<file path="config.mk">
export PLATFORM = sky130hd
export DESIGN_NAME = core_test_sequencer
export DESIGN_NICKNAME = d
export VERILOG_FILES = /design/src/rtl/core_test_sequencer.sv
export SDC_FILE = /design/constraint.sdc
export NUM_CORES = 1
export LEC_CHECK = 0
export BUFFER_PORTS_ARGS = -buffer_cell sky130_fd_sc_hd__buf_4
export CAP_MARGIN = 20
export CORE_MARGIN = 1
export CORE_UTILIZATION = 43
export CTS_BUF_LIST = sky130_fd_sc_hd__clkbuf_4
export CTS_CLUSTER_SIZE = 20
export DETAILED_ROUTE_END_ITERATION = 6
export PLACE_DENSITY = 0.93
export SYNTH_ARGS = -nofsm -noshare
export SYNTH_HDL_FRONTEND = slang
export SYNTH_SLANG_ARGS = --single-unit
</file>
<file path="constraint.sdc">
create_clock -name clk -period 4.2 [get_ports clk]
set_input_delay 0.63 -clock clk [delete_from_list [all_inputs] [get_ports clk]]
set_output_delay 0.63 -clock clk [all_outputs]
set_load 0.01 [all_outputs]
</file>
<file path="src/rtl/core_test_sequencer.sv">
// core_test_sequencer: resets the core, runs it for a fixed budget or until halt,
// then compares a list of architectural registers against expected values.
module core_test_sequencer #(
  parameter int XLEN = 32,
  parameter int NUM_CHECKS = 4,
  parameter int RESET_CYCLES = 2,
  parameter int RUN_CYCLES = 25,
  localparam int FW = $clog2(NUM_CHECKS + 1),
  localparam int IW = (NUM_CHECKS > 1) ? $clog2(NUM_CHECKS) : 1,
  localparam int MAXC = (RESET_CYCLES > RUN_CYCLES) ? RESET_CYCLES : RUN_CYCLES,
  localparam int CW = $clog2(MAXC + 1)
) (
  input  logic                       clk,
  input  logic                       rst_n,
  input  logic                       start_i,
  input  logic                       mode_i,
  input  logic                       core_halt_i,
  input  logic [NUM_CHECKS*5-1:0]    check_addr_i,
  input  logic [NUM_CHECKS*XLEN-1:0] check_exp_i,
  input  logic [XLEN-1:0]            dbg_rdata_i,
  output logic                       core_rst_n_o,
  output logic [4:0]                 dbg_raddr_o,
  output logic                       busy_o,
  output logic                       done_o,
  output logic                       pass_o,
  output logic                       timeout_o,
  output logic [FW-1:0]              fail_count_o,
  output logic [IW-1:0]              first_fail_idx_o
);
  typedef enum logic [2:0] {S_IDLE, S_RESET, S_RUN, S_CHECK, S_DONE} state_t;
  state_t         state_q;
  logic [CW-1:0]  cnt_q;
  logic [IW-1:0]  idx_q;
  logic           mode_q;
  logic           core_rst_n_q;
  logic [4:0]     dbg_raddr_q;
  logic           busy_q;
  logic           done_q;
  logic           pass_q;
  logic           timeout_q;
  logic [FW-1:0]  fail_count_q;
  logic [IW-1:0]  first_fail_idx_q;
  logic [XLEN-1:0] cur_exp;
  logic [4:0]     nxt_addr;
  logic           mis;
  logic           last;
  logic           expiry;
  logic [FW-1:0]  fail_count_d;
  // dbg_raddr is registered, so it is loaded one cycle ahead with the next check's address
  always_comb begin
    cur_exp = '0;
    nxt_addr = '0;
    for (int i = 0; i < NUM_CHECKS; i++) begin
      if (i == int'(idx_q)) cur_exp = check_exp_i[XLEN*i +: XLEN];
      if (i == int'(idx_q) + 1) nxt_addr = check_addr_i[5*i +: 5];
    end
  end
  assign mis = dbg_rdata_i != cur_exp;
  assign last = idx_q == IW'(NUM_CHECKS - 1);
  assign expiry = cnt_q == CW'(RUN_CYCLES - 1);
  assign fail_count_d = fail_count_q + FW'(mis);
  always_ff @(posedge clk or negedge rst_n) begin
    if (!rst_n) begin
      state_q <= S_IDLE;
      cnt_q <= '0;
      idx_q <= '0;
      mode_q <= 1'b0;
      core_rst_n_q <= 1'b0;
      dbg_raddr_q <= '0;
      busy_q <= 1'b0;
      done_q <= 1'b0;
      pass_q <= 1'b0;
      timeout_q <= 1'b0;
      fail_count_q <= '0;
      first_fail_idx_q <= '0;
    end else begin
      case (state_q)
        S_IDLE, S_DONE: if (start_i) begin
          state_q <= S_RESET;
          cnt_q <= '0;
          idx_q <= '0;
          mode_q <= mode_i;
          core_rst_n_q <= 1'b0;
          busy_q <= 1'b1;
          done_q <= 1'b0;
          pass_q <= 1'b0;
          timeout_q <= 1'b0;
          fail_count_q <= '0;
          first_fail_idx_q <= '0;
        end
        S_RESET: if (cnt_q == CW'(RESET_CYCLES - 1)) begin
          state_q <= S_RUN;
          cnt_q <= '0;
          core_rst_n_q <= 1'b1;
        end else begin
          cnt_q <= cnt_q + 1'b1;
        end
        S_RUN: begin
          cnt_q <= cnt_q + 1'b1;
          // halt is tested first so it wins over a coincident timeout
          if (mode_q ? core_halt_i : expiry) begin
            state_q <= S_CHECK;
            idx_q <= '0;
            dbg_raddr_q <= check_addr_i[4:0];
          end else if (expiry) begin
            state_q <= S_DONE;
            busy_q <= 1'b0;
            done_q <= 1'b1;
            timeout_q <= 1'b1;
          end
        end
        S_CHECK: begin
          idx_q <= idx_q + 1'b1;
          dbg_raddr_q <= nxt_addr;
          fail_count_q <= fail_count_d;
          if (mis && fail_count_q == '0) first_fail_idx_q <= idx_q;
          if (last) begin
            state_q <= S_DONE;
            dbg_raddr_q <= '0;
            busy_q <= 1'b0;
            done_q <= 1'b1;
            pass_q <= fail_count_d == '0;
          end
        end
        default: state_q <= S_IDLE;
      endcase
    end
  end
  assign core_rst_n_o = core_rst_n_q;
  assign dbg_raddr_o = dbg_raddr_q;
  assign busy_o = busy_q;
  assign done_o = done_q;
  assign pass_o = pass_q;
  assign timeout_o = timeout_q;
  assign fail_count_o = fail_count_q;
  assign first_fail_idx_o = first_fail_idx_q;
endmodule

</file>
* Yosys cells after proc, flatten, opt, wreduce, memory -nomap -nowiden
Index checks and enable logic that the tools add are counted.
** Operators by class
- Muxes and demuxes :: 43
- Add/subtract/negate cells :: 4
- Equality and inequality tests :: 22
- Reductions and logical operators :: 24
** Operator list (number)
- 32-bit 2-to-1 mux :: 4
- 5-bit 2-to-1 mux :: 8
- 2-bit by 32-bit == test with 1-bit output, first input constant :: 1
- 3-bit by 32-bit == test with 1-bit output, first input constant :: 1
- 32-bit zero test :: 1
- 32-bit inequality test :: 1
- 3-bit 2-to-1 mux :: 6
- 5-bit one-hot mux with 3 select lines :: 1
- 2-bit inequality test, second input constant :: 7
- 3-bit one-hot mux with 4 select lines :: 1
- 3-bit AND reduction :: 4
- 1-bit 2-to-1 mux :: 11
- 5-bit one-hot mux with 2 select lines :: 1
- 3-bit zero test :: 3
- 2-bit AND reduction :: 4
- 4-bit AND reduction :: 2
- 2-bit nonzero test :: 4
- 3-bit by 2-bit == test with 1-bit output, second input constant :: 2
- 2-bit 2-to-1 mux :: 3
- 1-bit one-hot mux with 2 select lines :: 3
- 1-bit one-hot mux with 3 select lines :: 2
- 2-bit one-hot mux with 3 select lines :: 1
- 3-bit one-hot mux with 2 select lines :: 1
- 3-bit nonzero test :: 2
- 18 further kinds :: 19
** Storage, ports and cells
- Input port bits :: 185
- Word-level logic and storage cells :: 105
- Register bits :: 26
- Output and inout port bits :: 15

* Logic depth before layout (Yosys ltp)
- Depth after elaboration :: 10
- Mapped depth :: 16
- Gate-level depth less buffers :: 14

* Worst setup path after synthesis
OpenSTA, ideal clock, no wires.
- Path kind :: flip-flop to flip-flop
- From :: register idx_q[0]
- To :: register pass_q, in the netlist pass_o
- Path slack :: 1.032 ns
- Arrival :: 3.085 ns
- Buffers on the path :: 1
- Period minus slack after synthesis :: 3.168 ns
- Setup time :: 0.083 ns
- Stages on the path, launching flop included :: 15
- Data required time :: 4.117 ns
- Cell sequence :: dfrtp_1 -> inv_1 -> ha_1 -> clkbuf_1 -> nand2_1 -> o211ai_1 -> o221ai_1 -> xor2_1 -> nand4_1 -> nor4_2 -> nand2_1 -> ha_1 -> ha_1 -> or4_1 -> o21ai_0
** Between the ends
- Cells in the longest elaborated chain, start to end :: 10
- Elaborated cells between the ends (all ways) :: 16
- Those cells by class :: add/sub: 1; eq/ne: 6; mux: 6; reduce/logical: 3
** Ends and longest elaborated chain
- from (decl) :: RTL line 33 : logic [IW-1:0] idx_q;
- from (signal assigned) :: RTL line 113 : idx_q <= idx_q + 1'b1;
- 2-bit zero test :: RTL line 54 : if (i == int'(idx_q)) cur_exp = check_exp_i[XLEN*i +: XLEN];
- 32-bit 2-to-1 mux (4 in series) :: RTL line 54
- 32-bit inequality test :: RTL line 58 : assign mis = dbg_rdata_i != cur_exp;
- 3-bit by 1-bit adder with 3-bit output :: RTL line 61 : assign fail_count_d = fail_count_q + FW'(mis);
- 3-bit zero test :: RTL line 122 : pass_q <= fail_count_d == '0;
- 1-bit 2-to-1 mux :: RTL line 117 : if (last) begin
- 1-bit one-hot mux with 2 select lines :: RTL line 77 : case (state_q)
- to (signal assigned) :: RTL line 72 : pass_q <= 1'b0;
- to (signal assigned) :: RTL line 86 : pass_q <= 1'b0;
- to (signal assigned) :: RTL line 122
- to (decl) :: RTL line 39 : logic pass_q;
Parallel ways exist; a longest one is shown, timed or not. The select of a mux whose other input is x is not followed.
A chain may end at the register's enable or synchronous reset.

* Worst setup path in the final report
Same ends and word-level chain as after synthesis.

==> out/metrics.csv <==
stage,metric,value,unit
placement,dpl_cell_area,4290,µm²
route,routedWlPerCell,19.0,µm
floorplanning,rows,28,
global_routing,overflow,0,
synth,synth_top_family_by_area,compound AO/OA/AOI/OAI gates,
cells_and_area,fin_area,4320,µm²
worst_setup_path,critical_path.cell_chain,"inv_1, ha_1, nor2_4, buf_4, o211ai_1, o221ai_1, xor2_1, nand4_1, nor4_2, nand2_1, ha_1, ha_1, or4_1, o21ai_0",
global_routing,antenna_found_initial,0,
cells_and_area,final_cells,621,
timing,finalSetupViolCount,0,
route,dr.first_iter.drc_count,167,
global_routing,track_usage,33.2,%
route,vias_per_cell,5.78,
clock_network,clkSinkCount,26,
synth,yosys.area_share.adder,4.96,%
floorplanning,core_area,6060,µm²
global_routing,grt_first_pass_wirelength,16.7,mm
timing,rsz0062_at_grt,no,
pwr,combPwrFrac,76.1,%
clock_network,cts_setup_buffers,0,
cells_and_area,multi_input_area,1970,µm²
cells_and_area,layout.nets,743,
global_routing,grt_max_degree,35,
worst_setup_path,critPathRequiredTime,4.45,ns
clock_network,h-tree-depth,1,
cells_and_area,layout-drive-gt1-share,39.4,%
synth,synth_warnings,0,
floorplanning,start_util,45.8,%
placement,hpwlAfterDp,9.65,mm
worst_setup_path,startpoint_type,flip-flop,
pwr,p_sw,1.09,mW
worst_setup_path,crit_top_cell,ha_1,
placement,place_inst,617,
timing,finalCriticalPeriod,3.82,ns
placement,io_buffers,199,
clock_network,path_clk_slew,0.13,ns
synth,avgSynthCellArea,7.63,µm²
synth,synth_commonest_cells,"nand2_1 (75), dfrtp_1 (26), o22ai_1 (21)",
worst_setup_path,arrival,4.06,ns
synth,synthTopCellsByArea,"dfrtp_1 (23%), nand2_1 (10%), xor2_1 (6.3%), xnor2_1 (5.4%), o221ai_1 (5.0%)",
cells_and_area,area_growth,55.5,%
timing,finalCritPeriodShare,90.9,%
pwr,seq_power_share,19.2,%
route,antenna_left,0,
timing,worstMarginPinSlew,0.691,ns
clock_network,cts_tree,done,
synth,ys.flop_type,dfrtp_1,
worst_setup_path,r2r_end,pass_o$_DFFE_PN0P_,
clock_network,cts-hold-fix-buffers,0,
synth,syn-num-nets,560,
pwr,p_leak,2.02,nW
worst_setup_path,worst_setup_path_end_kind,flip-flop,
timing,clock-skew-final,0.00203,ns
global_routing,grt_pass1_vias,3314,
worst_setup_path,r2r_start,idx_q[0]$_DFFE_PN0P_,
synth,synthArstFlopShare,100,%
floorplanning,die_y,82.4,µm
synth,synth_compound_area_share,25.9,%
timing,relSlewSlack,53.7,%
clock_network,cts_buffers,3,
clock_network,cts-root-buf,clkbuf_4,
worst_setup_path,critPathMaxFanout,32,
synth,yosysMostFrequentCell,nand2_1,
worst_setup_path,startpoint,idx_q[0]$_DFFE_PN0P_,
floorplanning,io_pins,200,
hold_path,min_path_type,input port to async pin,
floorplanning,dieArea,6780,µm²
worst_setup_path,r2r_cells,14,
cells_and_area,nFillCells,506,
route,drcViolationCount,0,
timing,fmax,262,MHz
timing,finalHoldViolCount,0,
clock_network,cts_resized,0,
cells_and_area,final-seq-area,651,µm²
synth,syn_inst,364,
route,wl,11.8,mm
route,drt_pass1_iterations,5,
synth,synth_top_area_share,23.4,%
pwr,power.internal,1.14,mW
synth,synth.largest_area_cell,dfrtp_1,
worst_setup_path,cpPeakStageDelay,0.52,ns
timing,drv_slew,0,
synth,synth-seq-cells,26,
cells_and_area,diodes,0,
clock_network,clkLatencyLatePin,0.32,ns
pwr,p_total,2.23,mW
synth,synth.distinct_cells,43,
clock_network,cts_max_path_buffers,2,
flow_run,maxCapViolCount,0,
route,num_vias,3591,
pwr,worst_ir_drop_vdd,0.486,mV
synth,synth-edff-count,0,
worst_setup_path,cp_slowest_cell,or4_1,
pwr,clkPwrFrac,4.7,%
pwr,powerDensity,518,nW/µm²
synth,synth-xor-area-share,11.7,%
pwr,switching_share,48.8,%
timing,final.setup.tns,0,ns
synth,netlist_area,2780,µm²
synth,yosys.area_share.simple,23.7,%
worst_setup_path,crit_type,flip-flop to flip-flop,
floorplanning,die_w,82.4,µm
worst_setup_path,reg2reg_slack,0.38,ns
run_status,status,"complete, no violations",
synth,synthMuxAreaShare,4.73,%
synth,ys_seq_area_share,23.4,%
placement,place.gp.congestion,0.939,
-- placed cells by master (no fill, tap or decap), drive strengths merged, types with 3 or more instances in the layout --
cell type	instances
o21ai	17
dfrtp	26
o211ai	17
o221ai	16
a31oi	18
a22o	3
xor2	20
nor2	15
mux2i	12
ha	11
nand3b	16
xnor2	17
nand2	75
clkbuf	3
o22ai	21
nor2b	3
a21oi	8
inv	9
nand4	10
buf	205
-- cells by family after synthesis --
logic type / Yosys count
flip-flops: 26
multiplexers: 13
AO/OA/AOI/OAI: 107
adder cells (fa/ha/maj): 11
AND/OR/NAND/NOR: 134
XOR/XNOR: 37
buffers and inverters: 36
-- per-stage QoR --
stage	worst slack [ns]	hold WS [ns]	utilization, %
after global routing	0.0997	0.181	71.2
after detailed placement	0.450	0.472	70.8
after floorplan	1.03	0.334	-
after CTS	0.429	0.188	71.2
final	0.383	0.185	71.2
after global placement	0.598	0.469	70.8
-- worst max-delay path, delay by kind of cell, from the launching register on --
kind                     cells  cell delay, ns
AND/OR/NAND/NOR              5            1.31
adder cells (fa/ha/maj)      3            0.84
flip-flops                   1            0.47
AO/OA/AOI/OAI                3            0.45
buffers and inverters        2            0.45
XOR/XNOR                     1            0.21
-- state kept, by name (all words and copies together) (netlist names), 2 cells and up --
| name | cells |
|---|---|
| dbg_raddr_o | 5 |
| first_fail_idx_o | 2 |
| idx_q | 2 |
| fail_count_o | 3 |
| state_q | 3 |
| cnt_q | 5 |
-- how the worst max path moves through the flow --
stage                    endpoint  slack, ns  cells after the start
2_1_floorplan  pass_o$_DFFE_PN0P_       1.03                     14
3_3_place_gp   pass_o$_DFFE_PN0P_       0.60                     14
3_5_place_dp   pass_o$_DFFE_PN0P_       0.45                     14
4_1_cts        pass_o$_DFFE_PN0P_       0.43                     14
5_1_grt        pass_o$_DFFE_PN0P_        0.1                     14
6_report       pass_o$_DFFE_PN0P_       0.38                     14
-- power by group through the flow --
stage          clock network (mW)  registers (mW)  logic [mW]
2_1_floorplan                   0           0.409        1.20
3_3_place_gp                    0           0.420        1.63
3_5_place_dp                    0           0.431        1.68
4_1_cts                     0.110           0.425        1.69
5_1_grt                     0.121           0.441        1.87
6_report                    0.105           0.430        1.70
-- per-layer routing --
metal / vias to the layer above / track usage, % / share of wire [%]
met5: - / 0 / 0
met4: 0 / 9.82 / 2.9
met3: 33 / 6.15 / 8.8
met2: 191 / 57.9 / 49
met1: 1666 / 41.4 / 40
li1: 1701 / - / -
-- cell type report --
type,count,share of cell area (%)
Timing Repair Buffer,205,35.7
Clock inverter,1,0.0870
Tap cell,75,2.17
Clock buffer,3,0.522
Inverter,9,0.783
Sequential cell,26,15.1
Multi-Input combinational cell,302,45.7
Power figures use the tool's default switching activity.
